===== src/rtl/div_share_arbiter_if.sv =====
// Requester and divider signal bundle for div_share_arbiter.
// slave = arbiter side; master = requesters plus the shared divider.
interface div_share_arbiter_if #(
  parameter int DATA_WIDTH = 32,
  parameter int CLZ_W      = $clog2(DATA_WIDTH)
);
  logic                  r0_start, r0_divisor_is_zero, r0_busy, r0_done;
  logic [DATA_WIDTH-1:0] r0_dividend, r0_divisor, r0_quotient, r0_remainder;
  logic [CLZ_W-1:0]      r0_dividend_CLZ, r0_divisor_CLZ;

  logic                  r1_start, r1_divisor_is_zero, r1_busy, r1_done;
  logic [DATA_WIDTH-1:0] r1_dividend, r1_divisor, r1_quotient, r1_remainder;
  logic [CLZ_W-1:0]      r1_dividend_CLZ, r1_divisor_CLZ;

  logic                  div_start, div_divisor_is_zero, div_done;
  logic [DATA_WIDTH-1:0] div_dividend, div_divisor, div_quotient, div_remainder;
  logic [CLZ_W-1:0]      div_dividend_CLZ, div_divisor_CLZ;

  modport slave (
    input  r0_start, r0_dividend, r0_dividend_CLZ, r0_divisor, r0_divisor_CLZ, r0_divisor_is_zero,
    output r0_busy, r0_done, r0_quotient, r0_remainder,
    input  r1_start, r1_dividend, r1_dividend_CLZ, r1_divisor, r1_divisor_CLZ, r1_divisor_is_zero,
    output r1_busy, r1_done, r1_quotient, r1_remainder,
    output div_start, div_dividend, div_dividend_CLZ, div_divisor, div_divisor_CLZ, div_divisor_is_zero,
    input  div_done, div_quotient, div_remainder
  );

  modport master (
    output r0_start, r0_dividend, r0_dividend_CLZ, r0_divisor, r0_divisor_CLZ, r0_divisor_is_zero,
    input  r0_busy, r0_done, r0_quotient, r0_remainder,
    output r1_start, r1_dividend, r1_dividend_CLZ, r1_divisor, r1_divisor_CLZ, r1_divisor_is_zero,
    input  r1_busy, r1_done, r1_quotient, r1_remainder,
    input  div_start, div_dividend, div_dividend_CLZ, div_divisor, div_divisor_CLZ, div_divisor_is_zero,
    output div_done, div_quotient, div_remainder
  );
endinterface


===== src/rtl/div_share_arbiter.sv =====
// Round-robin sharing of one unsigned divider between two requesters.
// Optional: `define DIV_SHARE_ARB_ZERO_BYPASS_EN answers divide-by-zero locally without the divider.
module div_share_arbiter #(
  parameter int DATA_WIDTH = 32,
  parameter int CLZ_W      = $clog2(DATA_WIDTH)
) (
  input logic                clk,
  input logic                rst_n,
  div_share_arbiter_if.slave bus
);

`ifdef DIV_SHARE_ARB_ZERO_BYPASS_EN
  localparam logic ZERO_BYPASS = 1'b1;
`else
  localparam logic ZERO_BYPASS = 1'b0;
`endif

  typedef enum logic {S_IDLE, S_BUSY} state_t;

  logic [1:0]            w_start, w_dz;
  logic [DATA_WIDTH-1:0] w_dvd     [2];
  logic [DATA_WIDTH-1:0] w_dvs     [2];
  logic [CLZ_W-1:0]      w_dvd_clz [2];
  logic [CLZ_W-1:0]      w_dvs_clz [2];

  assign w_start      = {bus.r1_start, bus.r0_start};
  assign w_dz         = {bus.r1_divisor_is_zero, bus.r0_divisor_is_zero};
  assign w_dvd[0]     = bus.r0_dividend;
  assign w_dvd[1]     = bus.r1_dividend;
  assign w_dvs[0]     = bus.r0_divisor;
  assign w_dvs[1]     = bus.r1_divisor;
  assign w_dvd_clz[0] = bus.r0_dividend_CLZ;
  assign w_dvd_clz[1] = bus.r1_dividend_CLZ;
  assign w_dvs_clz[0] = bus.r0_divisor_CLZ;
  assign w_dvs_clz[1] = bus.r1_divisor_CLZ;

  state_t                r_state, w_nxt;
  logic                  r_own, r_ptr;
  logic [1:0]            r_vld, r_byp, r_dz;
  logic [DATA_WIDTH-1:0] r_dvd     [2];
  logic [DATA_WIDTH-1:0] r_dvs     [2];
  logic [CLZ_W-1:0]      r_dvd_clz [2];
  logic [CLZ_W-1:0]      r_dvs_clz [2];
  logic [DATA_WIDTH-1:0] r_q       [2];
  logic [DATA_WIDTH-1:0] r_r       [2];

  logic                  w_issue, w_fin, w_gnt, w_sel, w_drive;
  logic [1:0]            w_busy, w_accept, w_bypass, w_capture, w_fin_n, w_done;
  logic [DATA_WIDTH-1:0] w_q [2];
  logic [DATA_WIDTH-1:0] w_r [2];

  // A start on a busy slot is a protocol violation and is dropped.
  assign w_busy    = r_vld | r_byp;
  assign w_accept  = w_start & ~w_busy;
  assign w_bypass  = w_accept & w_dz & {2{ZERO_BYPASS}};
  assign w_capture = w_accept & ~w_bypass;

  always_comb begin
    w_nxt   = r_state;
    w_issue = 1'b0;
    w_fin   = 1'b0;
    w_gnt   = 1'b0;
    case (r_state)
      S_IDLE: begin
        if (|r_vld) begin
          w_issue = 1'b1;
          w_gnt   = (r_vld == 2'b11) ? r_ptr : r_vld[1];
          w_nxt   = S_BUSY;
        end
      end
      S_BUSY: begin
        if (bus.div_done) begin
          w_fin = 1'b1;
          w_nxt = S_IDLE;
        end
      end
      default: w_nxt = S_IDLE;
    endcase
  end

  always_comb begin
    for (int n = 0; n < 2; n++) begin
      w_fin_n[n] = w_fin && (r_own == 1'(n));
      w_done[n]  = w_fin_n[n] | r_byp[n];
      w_q[n]     = w_fin_n[n] ? bus.div_quotient  : r_q[n];
      w_r[n]     = w_fin_n[n] ? bus.div_remainder : r_r[n];
    end
  end

  always_ff @(posedge clk or negedge rst_n) begin
    if (!rst_n) begin
      r_state <= S_IDLE;
      r_own   <= 1'b0;
      r_ptr   <= 1'b0;
      r_vld   <= '0;
      r_byp   <= '0;
    end else begin
      r_state <= w_nxt;
      r_byp   <= w_bypass;
      if (w_issue) begin
        r_own <= w_gnt;
        r_ptr <= ~w_gnt;
      end
      for (int n = 0; n < 2; n++) begin
        if (w_fin_n[n])        r_vld[n] <= 1'b0;
        else if (w_capture[n]) r_vld[n] <= 1'b1;
      end
    end
  end

  // Slot payload is only observed while its valid bit is set, so it needs no reset.
  always_ff @(posedge clk) begin
    for (int n = 0; n < 2; n++) begin
      if (w_capture[n]) begin
        r_dvd[n]     <= w_dvd[n];
        r_dvs[n]     <= w_dvs[n];
        r_dvd_clz[n] <= w_dvd_clz[n];
        r_dvs_clz[n] <= w_dvs_clz[n];
        r_dz[n]      <= w_dz[n];
      end
    end
  end

  always_ff @(posedge clk or negedge rst_n) begin
    if (!rst_n) begin
      for (int n = 0; n < 2; n++) begin
        r_q[n] <= '0;
        r_r[n] <= '0;
      end
    end else begin
      for (int n = 0; n < 2; n++) begin
        if (w_fin_n[n]) begin
          r_q[n] <= bus.div_quotient;
          r_r[n] <= bus.div_remainder;
        end else if (w_bypass[n]) begin
          r_q[n] <= '1;
          r_r[n] <= w_dvd[n];
        end
      end
    end
  end

  // Operands follow the granted slot in the issue cycle, then the owner while busy.
  assign w_sel   = (r_state == S_BUSY) ? r_own : w_gnt;
  assign w_drive = w_issue | (r_state == S_BUSY);

  assign bus.div_start           = w_issue;
  assign bus.div_dividend        = w_drive ? r_dvd[w_sel]     : '0;
  assign bus.div_divisor         = w_drive ? r_dvs[w_sel]     : '0;
  assign bus.div_dividend_CLZ    = w_drive ? r_dvd_clz[w_sel] : '0;
  assign bus.div_divisor_CLZ     = w_drive ? r_dvs_clz[w_sel] : '0;
  assign bus.div_divisor_is_zero = w_drive & r_dz[w_sel];

  assign bus.r0_busy      = w_busy[0];
  assign bus.r1_busy      = w_busy[1];
  assign bus.r0_done      = w_done[0];
  assign bus.r1_done      = w_done[1];
  assign bus.r0_quotient  = w_q[0];
  assign bus.r1_quotient  = w_q[1];
  assign bus.r0_remainder = w_r[0];
  assign bus.r1_remainder = w_r[1];

endmodule

===== src/flat_wrapper.sv =====
// flat-port wrapper written by rule: the top's interface ports become plain ports
module div_share_arbiter_flat 
#(
  parameter int DATA_WIDTH = 32,
  parameter int CLZ_W      = $clog2(DATA_WIDTH)
)
  (clk, rst_n, bus_r0_start, bus_r0_dividend, bus_r0_dividend_CLZ, bus_r0_divisor, bus_r0_divisor_CLZ, bus_r0_divisor_is_zero, bus_r0_busy, bus_r0_done, bus_r0_quotient, bus_r0_remainder, bus_r1_start, bus_r1_dividend, bus_r1_dividend_CLZ, bus_r1_divisor, bus_r1_divisor_CLZ, bus_r1_divisor_is_zero, bus_r1_busy, bus_r1_done, bus_r1_quotient, bus_r1_remainder, bus_div_start, bus_div_dividend, bus_div_dividend_CLZ, bus_div_divisor, bus_div_divisor_CLZ, bus_div_divisor_is_zero, bus_div_done, bus_div_quotient, bus_div_remainder);
  div_share_arbiter_if #(.DATA_WIDTH(DATA_WIDTH), .CLZ_W(CLZ_W)) bus_i ();
  input logic clk;
  input logic rst_n;
  input wire logic [$bits(bus_i.r0_start)-1:0] bus_r0_start;
  input wire logic [$bits(bus_i.r0_dividend)-1:0] bus_r0_dividend;
  input wire logic [$bits(bus_i.r0_dividend_CLZ)-1:0] bus_r0_dividend_CLZ;
  input wire logic [$bits(bus_i.r0_divisor)-1:0] bus_r0_divisor;
  input wire logic [$bits(bus_i.r0_divisor_CLZ)-1:0] bus_r0_divisor_CLZ;
  input wire logic [$bits(bus_i.r0_divisor_is_zero)-1:0] bus_r0_divisor_is_zero;
  output wire logic [$bits(bus_i.r0_busy)-1:0] bus_r0_busy;
  output wire logic [$bits(bus_i.r0_done)-1:0] bus_r0_done;
  output wire logic [$bits(bus_i.r0_quotient)-1:0] bus_r0_quotient;
  output wire logic [$bits(bus_i.r0_remainder)-1:0] bus_r0_remainder;
  input wire logic [$bits(bus_i.r1_start)-1:0] bus_r1_start;
  input wire logic [$bits(bus_i.r1_dividend)-1:0] bus_r1_dividend;
  input wire logic [$bits(bus_i.r1_dividend_CLZ)-1:0] bus_r1_dividend_CLZ;
  input wire logic [$bits(bus_i.r1_divisor)-1:0] bus_r1_divisor;
  input wire logic [$bits(bus_i.r1_divisor_CLZ)-1:0] bus_r1_divisor_CLZ;
  input wire logic [$bits(bus_i.r1_divisor_is_zero)-1:0] bus_r1_divisor_is_zero;
  output wire logic [$bits(bus_i.r1_busy)-1:0] bus_r1_busy;
  output wire logic [$bits(bus_i.r1_done)-1:0] bus_r1_done;
  output wire logic [$bits(bus_i.r1_quotient)-1:0] bus_r1_quotient;
  output wire logic [$bits(bus_i.r1_remainder)-1:0] bus_r1_remainder;
  output wire logic [$bits(bus_i.div_start)-1:0] bus_div_start;
  output wire logic [$bits(bus_i.div_dividend)-1:0] bus_div_dividend;
  output wire logic [$bits(bus_i.div_dividend_CLZ)-1:0] bus_div_dividend_CLZ;
  output wire logic [$bits(bus_i.div_divisor)-1:0] bus_div_divisor;
  output wire logic [$bits(bus_i.div_divisor_CLZ)-1:0] bus_div_divisor_CLZ;
  output wire logic [$bits(bus_i.div_divisor_is_zero)-1:0] bus_div_divisor_is_zero;
  input wire logic [$bits(bus_i.div_done)-1:0] bus_div_done;
  input wire logic [$bits(bus_i.div_quotient)-1:0] bus_div_quotient;
  input wire logic [$bits(bus_i.div_remainder)-1:0] bus_div_remainder;
  assign bus_i.r0_start = bus_r0_start;
  assign bus_i.r0_dividend = bus_r0_dividend;
  assign bus_i.r0_dividend_CLZ = bus_r0_dividend_CLZ;
  assign bus_i.r0_divisor = bus_r0_divisor;
  assign bus_i.r0_divisor_CLZ = bus_r0_divisor_CLZ;
  assign bus_i.r0_divisor_is_zero = bus_r0_divisor_is_zero;
  assign bus_r0_busy = bus_i.r0_busy;
  assign bus_r0_done = bus_i.r0_done;
  assign bus_r0_quotient = bus_i.r0_quotient;
  assign bus_r0_remainder = bus_i.r0_remainder;
  assign bus_i.r1_start = bus_r1_start;
  assign bus_i.r1_dividend = bus_r1_dividend;
  assign bus_i.r1_dividend_CLZ = bus_r1_dividend_CLZ;
  assign bus_i.r1_divisor = bus_r1_divisor;
  assign bus_i.r1_divisor_CLZ = bus_r1_divisor_CLZ;
  assign bus_i.r1_divisor_is_zero = bus_r1_divisor_is_zero;
  assign bus_r1_busy = bus_i.r1_busy;
  assign bus_r1_done = bus_i.r1_done;
  assign bus_r1_quotient = bus_i.r1_quotient;
  assign bus_r1_remainder = bus_i.r1_remainder;
  assign bus_div_start = bus_i.div_start;
  assign bus_div_dividend = bus_i.div_dividend;
  assign bus_div_dividend_CLZ = bus_i.div_dividend_CLZ;
  assign bus_div_divisor = bus_i.div_divisor;
  assign bus_div_divisor_CLZ = bus_i.div_divisor_CLZ;
  assign bus_div_divisor_is_zero = bus_i.div_divisor_is_zero;
  assign bus_i.div_done = bus_div_done;
  assign bus_i.div_quotient = bus_div_quotient;
  assign bus_i.div_remainder = bus_div_remainder;
  div_share_arbiter #(.DATA_WIDTH(DATA_WIDTH), .CLZ_W(CLZ_W)) u_core (.clk(clk), .rst_n(rst_n), .bus(bus_i));
endmodule

===== config.mk =====
export PLATFORM = sky130hd
export DESIGN_NAME = div_share_arbiter_flat
export DESIGN_NICKNAME = d
export VERILOG_FILES = /design/src/rtl/div_share_arbiter_if.sv /design/src/rtl/div_share_arbiter.sv /design/src/flat_wrapper.sv
export SDC_FILE = /design/constraint.sdc
export NUM_CORES = 1
export LEC_CHECK = 0
export CAP_MARGIN = 20
export CORE_AREA = 2 2 166 168
export CTS_CLUSTER_SIZE = 12
export DETAILED_ROUTE_END_ITERATION = 7
export DIE_AREA = 0 0 168 170
export PLACE_DENSITY = 0.79
export SLEW_MARGIN = 20
export SYNTH_ARGS = -nofsm -noshare
export SYNTH_HDL_FRONTEND = slang
export SYNTH_SLANG_ARGS = --single-unit

===== constraint.sdc =====
create_clock -name clk -period 6.25 [get_ports clk]
set_clock_uncertainty 0.15 [all_clocks]
set_input_delay 1.5625 -clock clk [delete_from_list [all_inputs] [get_ports clk]]
set_output_delay 1.5625 -clock clk [all_outputs]
set_load 0.1 [all_outputs]

==> report_table.html <==
<table>
<tr><th>Metric</th><th>Value</th></tr>
<tr><th colspan="2">Critical path</th></tr>
<tr><td>Reg-to-reg setup timing slack</td><td>between 4 and 5 ns</td></tr>
<tr><td>Crit path launch type</td><td>flip-flop</td></tr>
<tr><td>Total number of cells along the worst setup path</td><td>5</td></tr>
<tr><td>Worst path buffer plus inverter count</td><td>2</td></tr>
<tr><td>Data arrival at the endpoint of the critical path</td><td>3.75 ns</td></tr>
<tr><td>Delay of the slowest cell on the worst path</td><td>between 1 and 1.5 ns</td></tr>
<tr><td>Data required time at the worst endpoint</td><td>around 4.5 ns</td></tr>
<tr><td>Max FO, Critical Path</td><td>32</td></tr>
<tr><td>Worst Setup SP</td><td>u_core.r_state</td></tr>
<tr><td>Worst Setup EP</td><td>bus_div_divisor_is_zero</td></tr>
<tr><td>Cell with the largest stage delay on the worst path</td><td>clkdlybuf4s50_1</td></tr>
<tr><td>Reg2reg path depth</td><td>2</td></tr>
<tr><td>Family of cells with the greatest summed delay on the critical path</td><td>buffers and inverters</td></tr>
<tr><td>Reg-to-reg endpoint</td><td>u_core.r_r[26]</td></tr>
<tr><td>Capturing element type of the critical path</td><td>output pin</td></tr>
<tr><td>Source of the worst register-to-register timing path</td><td>u_core.r_state</td></tr>
<tr><td>Critical path start-end classification</td><td>reg2out</td></tr>
<tr><td>Cell Chain, Critical Path</td><td>nor2b_2 &gt; a22oi_2 &gt; buf_12 &gt; mux2i_1 &gt; clkdlybuf4s50_1</td></tr>
<tr><th colspan="2">GRT</th></tr>
<tr><td>Global-route wire length before repair</td><td>roughly 43000 um</td></tr>
<tr><td>Maximum number of pins on one net before global-route repair</td><td>76</td></tr>
<tr><td>Gr usage total</td><td>19.4%</td></tr>
<tr><td>Overall overflow remaining after global route</td><td>0</td></tr>
<tr><td>Initial antenna violation count</td><td>3</td></tr>
<tr><td>Vias in the first global route</td><td>7486</td></tr>
<tr><th colspan="2">STA</th></tr>
<tr><td>Relative slew slack</td><td>29.7%</td></tr>
<tr><td>Aggregate negative setup slack</td><td>0 ns</td></tr>
<tr><td>Worst-Margin Slew</td><td>approximately 1.1 ns</td></tr>
<tr><td>Post-layout min period</td><td>5.46 ns</td></tr>
<tr><td>Final hold slack</td><td>~0.31 ns</td></tr>
<tr><td>Highest attainable clock frequency</td><td>roughly 0.18 GHz</td></tr>
<tr><td>Part of the cycle the worst path needs</td><td>between 80% and 90%</td></tr>
<tr><td>Number of pins exceeding their max-slew limit in the final report</td><td>0</td></tr>
<tr><td>Setup repair after global routing missed its margin</td><td>false</td></tr>
<tr><td>Final setup viols</td><td>0</td></tr>
<tr><td>Count of final hold-check violations</td><td>0</td></tr>
<tr><th colspan="2">Place</th></tr>
<tr><td>Count of input and output buffers</td><td>roughly 430</td></tr>
<tr><td>Hpwl dp</td><td>between 20000 and 25000 um</td></tr>
<tr><td>Weighted congestion at the end of routability-driven global placement</td><td>approximately 0.8</td></tr>
<tr><td>Placed insts</td><td>~1400</td></tr>
<tr><th colspan="2">Synthesis</th></tr>
<tr><td>Number of warnings printed during yosys synthesis</td><td>0</td></tr>
<tr><td>Number of standard cells after synthesis</td><td>688</td></tr>
<tr><td>Synth top area share</td><td>approximately 41%</td></tr>
<tr><td>Most numerous cell in the Yosys netlist</td><td>edfxtp_1</td></tr>
<tr><td>Seq cells post-synth</td><td>~280</td></tr>
<tr><td>Largest area contributor in the netlist</td><td>edfxtp_1</td></tr>
<tr><td>Cell area after synthesis</td><td>~11000 um^2</td></tr>
<tr><td>Sequential area share after synthesis</td><td>between 70% and 80%</td></tr>
<tr><td>Leading cell types by count after synthesis</td><td>edfxtp_1 (150), dfrtp_1 (133), mux2_2 (128)</td></tr>
<tr><td>Number of nets in the synthesized netlist</td><td>around 910</td></tr>
<tr><td>Async set-reset flop share out of synthesis</td><td>a little under half</td></tr>
<tr><td>Number of enable-type register cells in the synthesized netlist</td><td>150</td></tr>
<tr><td>Leading register cell type out of synthesis</td><td>edfxtp_1</td></tr>
<tr><td>Post-Synthesis Mean Instance Area</td><td>15.9 um^2</td></tr>
<tr><td>Cell types with the largest area share after synthesis</td><td>edfxtp_1 (41%), dfrtp_1 (30%), mux2_2 (13%)</td></tr>
<tr><td>Unique cell type count in the Yosys netlist</td><td>20</td></tr>
<tr><th colspan="2">Route</th></tr>
<tr><td>Residual DRC count</td><td>0</td></tr>
<tr><td>Count of routing violations after the opening detailed-route iteration</td><td>roughly 340</td></tr>
<tr><td>Residual antenna-violating net count after detailed routing</td><td>0</td></tr>
<tr><td>Via density</td><td>roughly 4.7</td></tr>
<tr><td>Average wire per cell in the routed design</td><td>between 15 and 20 um</td></tr>
<tr><td>1st-pass router iterations</td><td>6</td></tr>
<tr><td>Via count</td><td>7055</td></tr>
<tr><td>Final Routed Wirelength</td><td>slightly below 30000 um</td></tr>
<tr><th colspan="2">Floorplanning</th></tr>
<tr><td>Number of I/O pins</td><td>around 430</td></tr>
<tr><td>Standard-cell rows</td><td>60</td></tr>
<tr><td>Std-Cell Core Area</td><td>26700 um^2</td></tr>
<tr><td>Total Die Area</td><td>28600 um^2</td></tr>
<tr><td>X dimension of the die</td><td>between 150 and 200 um</td></tr>
<tr><td>Effective utilization at floorplan</td><td>41.1%</td></tr>
<tr><td>Die Height</td><td>170 um</td></tr>
<tr><th colspan="2">Layout</th></tr>
<tr><td>Cell Count, Final, Fillers Out</td><td>1494</td></tr>
<tr><td>NumNets Final</td><td>around 1300</td></tr>
<tr><td>Area occupied by multi-input gates</td><td>around 2600 um^2</td></tr>
<tr><td>Final core utilization</td><td>about three fifths</td></tr>
<tr><td>Fill cells</td><td>~2000</td></tr>
<tr><td>Growth of design area from synthesis to finish</td><td>47.4%</td></tr>
<tr><td>Share of layout cells above drive strength 1</td><td>30.5%</td></tr>
<tr><td>Sequential cell area in the final layout</td><td>roughly 8000 um^2</td></tr>
<tr><th colspan="2">Clocking</th></tr>
<tr><td>Clock tree from TritonCTS</td><td>yes</td></tr>
<tr><td>Number of gates given a new drive strength after cts</td><td>0</td></tr>
<tr><td>Maximum buffer depth of the clock tree</td><td>3</td></tr>
<tr><td>Worst-skew pair later-pin latency</td><td>0.54 ns</td></tr>
<tr><td>CTS H-tree depth</td><td>1</td></tr>
<tr><td>Root Buffer Master</td><td>clkbuf_16</td></tr>
<tr><td>Quantity of hold-fixing buffers added after cts</td><td>0</td></tr>
<tr><td>Post-CTS setup buffer count</td><td>0</td></tr>
<tr><td>Number of buffers created by CTS</td><td>30</td></tr>
<tr><td>Clock sinks</td><td>between 200 and 300</td></tr>
<tr><td>Clock-pin slew on the worst setup and hold paths</td><td>approximately 0.06 ns</td></tr>
<tr><th colspan="2">Job</th></tr>
<tr><td># Max-Cap Violations</td><td>0</td></tr>
<tr><th colspan="2">Outcome</th></tr>
<tr><td>Status</td><td>complete, no violations</td></tr>
<tr><th colspan="2">Min path</th></tr>
<tr><td>Worst Hold Class</td><td>reg2reg</td></tr>
</table>
flip-flops by register name, summed over array words and instances (netlist names):
name              cells
u_core.r_dvd         64
u_core.r_dvd_clz     10
u_core.r_dvs         64
u_core.r_dvs_clz     10
u_core.r_dz           2
u_core.r_own          1
u_core.r_ptr          1
u_core.r_q           64
u_core.r_r           64
u_core.r_state        1
u_core.r_vld          2
per-layer routing:
metal	GRT usage, %	vias up	wire length [um]
li1	-	3248	-
met1	21.7	3427	10400
met2	34.2	336	14500
met3	7.47	44	3170
met4	6.16	0	741
met5	0	-	0
through the flow:
| step | instance area [um^2] | worst slack [ns] |
|---|---|---|
| floorplan | 10900 | 0.737 |
| global placement | 15200 | 0.945 |
| detailed placement | 15200 | 0.873 |
| CTS | 16100 | 0.692 |
| global route | 16100 | 0.557 |
| finish | 16100 | 0.791 |
worst register-to-register path, stage by stage, from the launching register on:
cell and delay [ns]:
dfrtp_1 0.58, nand3_4 0.74, mux2_2 0.61
kinds of logic (layout without fill, tap and decap cells):
logic type      count (synthesis)  after routing  share of synthesized area [%]
simple gates                   89             89                           3.26
other cells                     0              3                              0
flops                         283            283                           71.6
compound gates                  3              3                          0.263
mux                           204            204                           20.1
buf+inv                       109            571                           4.76
placed cells by master, fill, tap and decap left out:
| cell type | synthesis | routed |
|---|---|---|
| clkbuf_16 | 0 | 32 |
| or3_2 | 0 | 1 |
| a22oi_2 | 1 | 1 |
| diode_2 | 0 | 3 |
| a21boi_1 | 1 | 1 |
| mux2_2 | 128 | 128 |
| nand2_1 | 75 | 75 |
| nor2_1 | 6 | 6 |
| edfxtp_1 | 150 | 150 |
| clkbuf_8 | 0 | 6 |
| inv_1 | 77 | 77 |
| mux2i_1 | 76 | 76 |
| buf_12 | 0 | 3 |
| clkdlybuf4s50_1 | 0 | 266 |
| clkbuf_1 | 2 | 11 |
| nand3b_1 | 1 | 1 |
| buf_4 | 17 | 170 |
| nor2b_4 | 0 | 2 |
| clkinv_2 | 0 | 6 |
| nand2b_1 | 2 | 2 |
| dfrtp_1 | 133 | 133 |
| nor2b_2 | 1 | 1 |
| a22o_1 | 1 | 1 |
| nand3_4 | 0 | 1 |
worst min-delay path by stage:
stage	to	cells after the start	slack [ns]	start
after detailed placement	u_core.r_ptr	1	0.31	u_core.r_ptr
final	u_core.r_ptr	1	0.31	u_core.r_ptr
after global placement	u_core.r_ptr	1	0.30	u_core.r_ptr
after global routing	u_core.r_ptr	1	0.33	u_core.r_ptr
after CTS	u_core.r_ptr	1	0.32	u_core.r_ptr
after floorplan	u_core.r_ptr	1	0.29	u_core.r_ptr
final cells by class:
cell class                      instances  share of cell area (%)
Tap cell                              341                    2.65
Clock buffer                           49                    5.73
Timing Repair Buffer                  439                    24.8
Multi-Input combinational cell        296                    16.2
Sequential cell                       283                    48.6
Inverter                               77                    1.79
Antenna cell                            3                  0.0466
Clock inverter                          6                   0.186
Power is not shown: default switching activity piles up to over one toggle a cycle in this logic, so the estimate is an artifact.
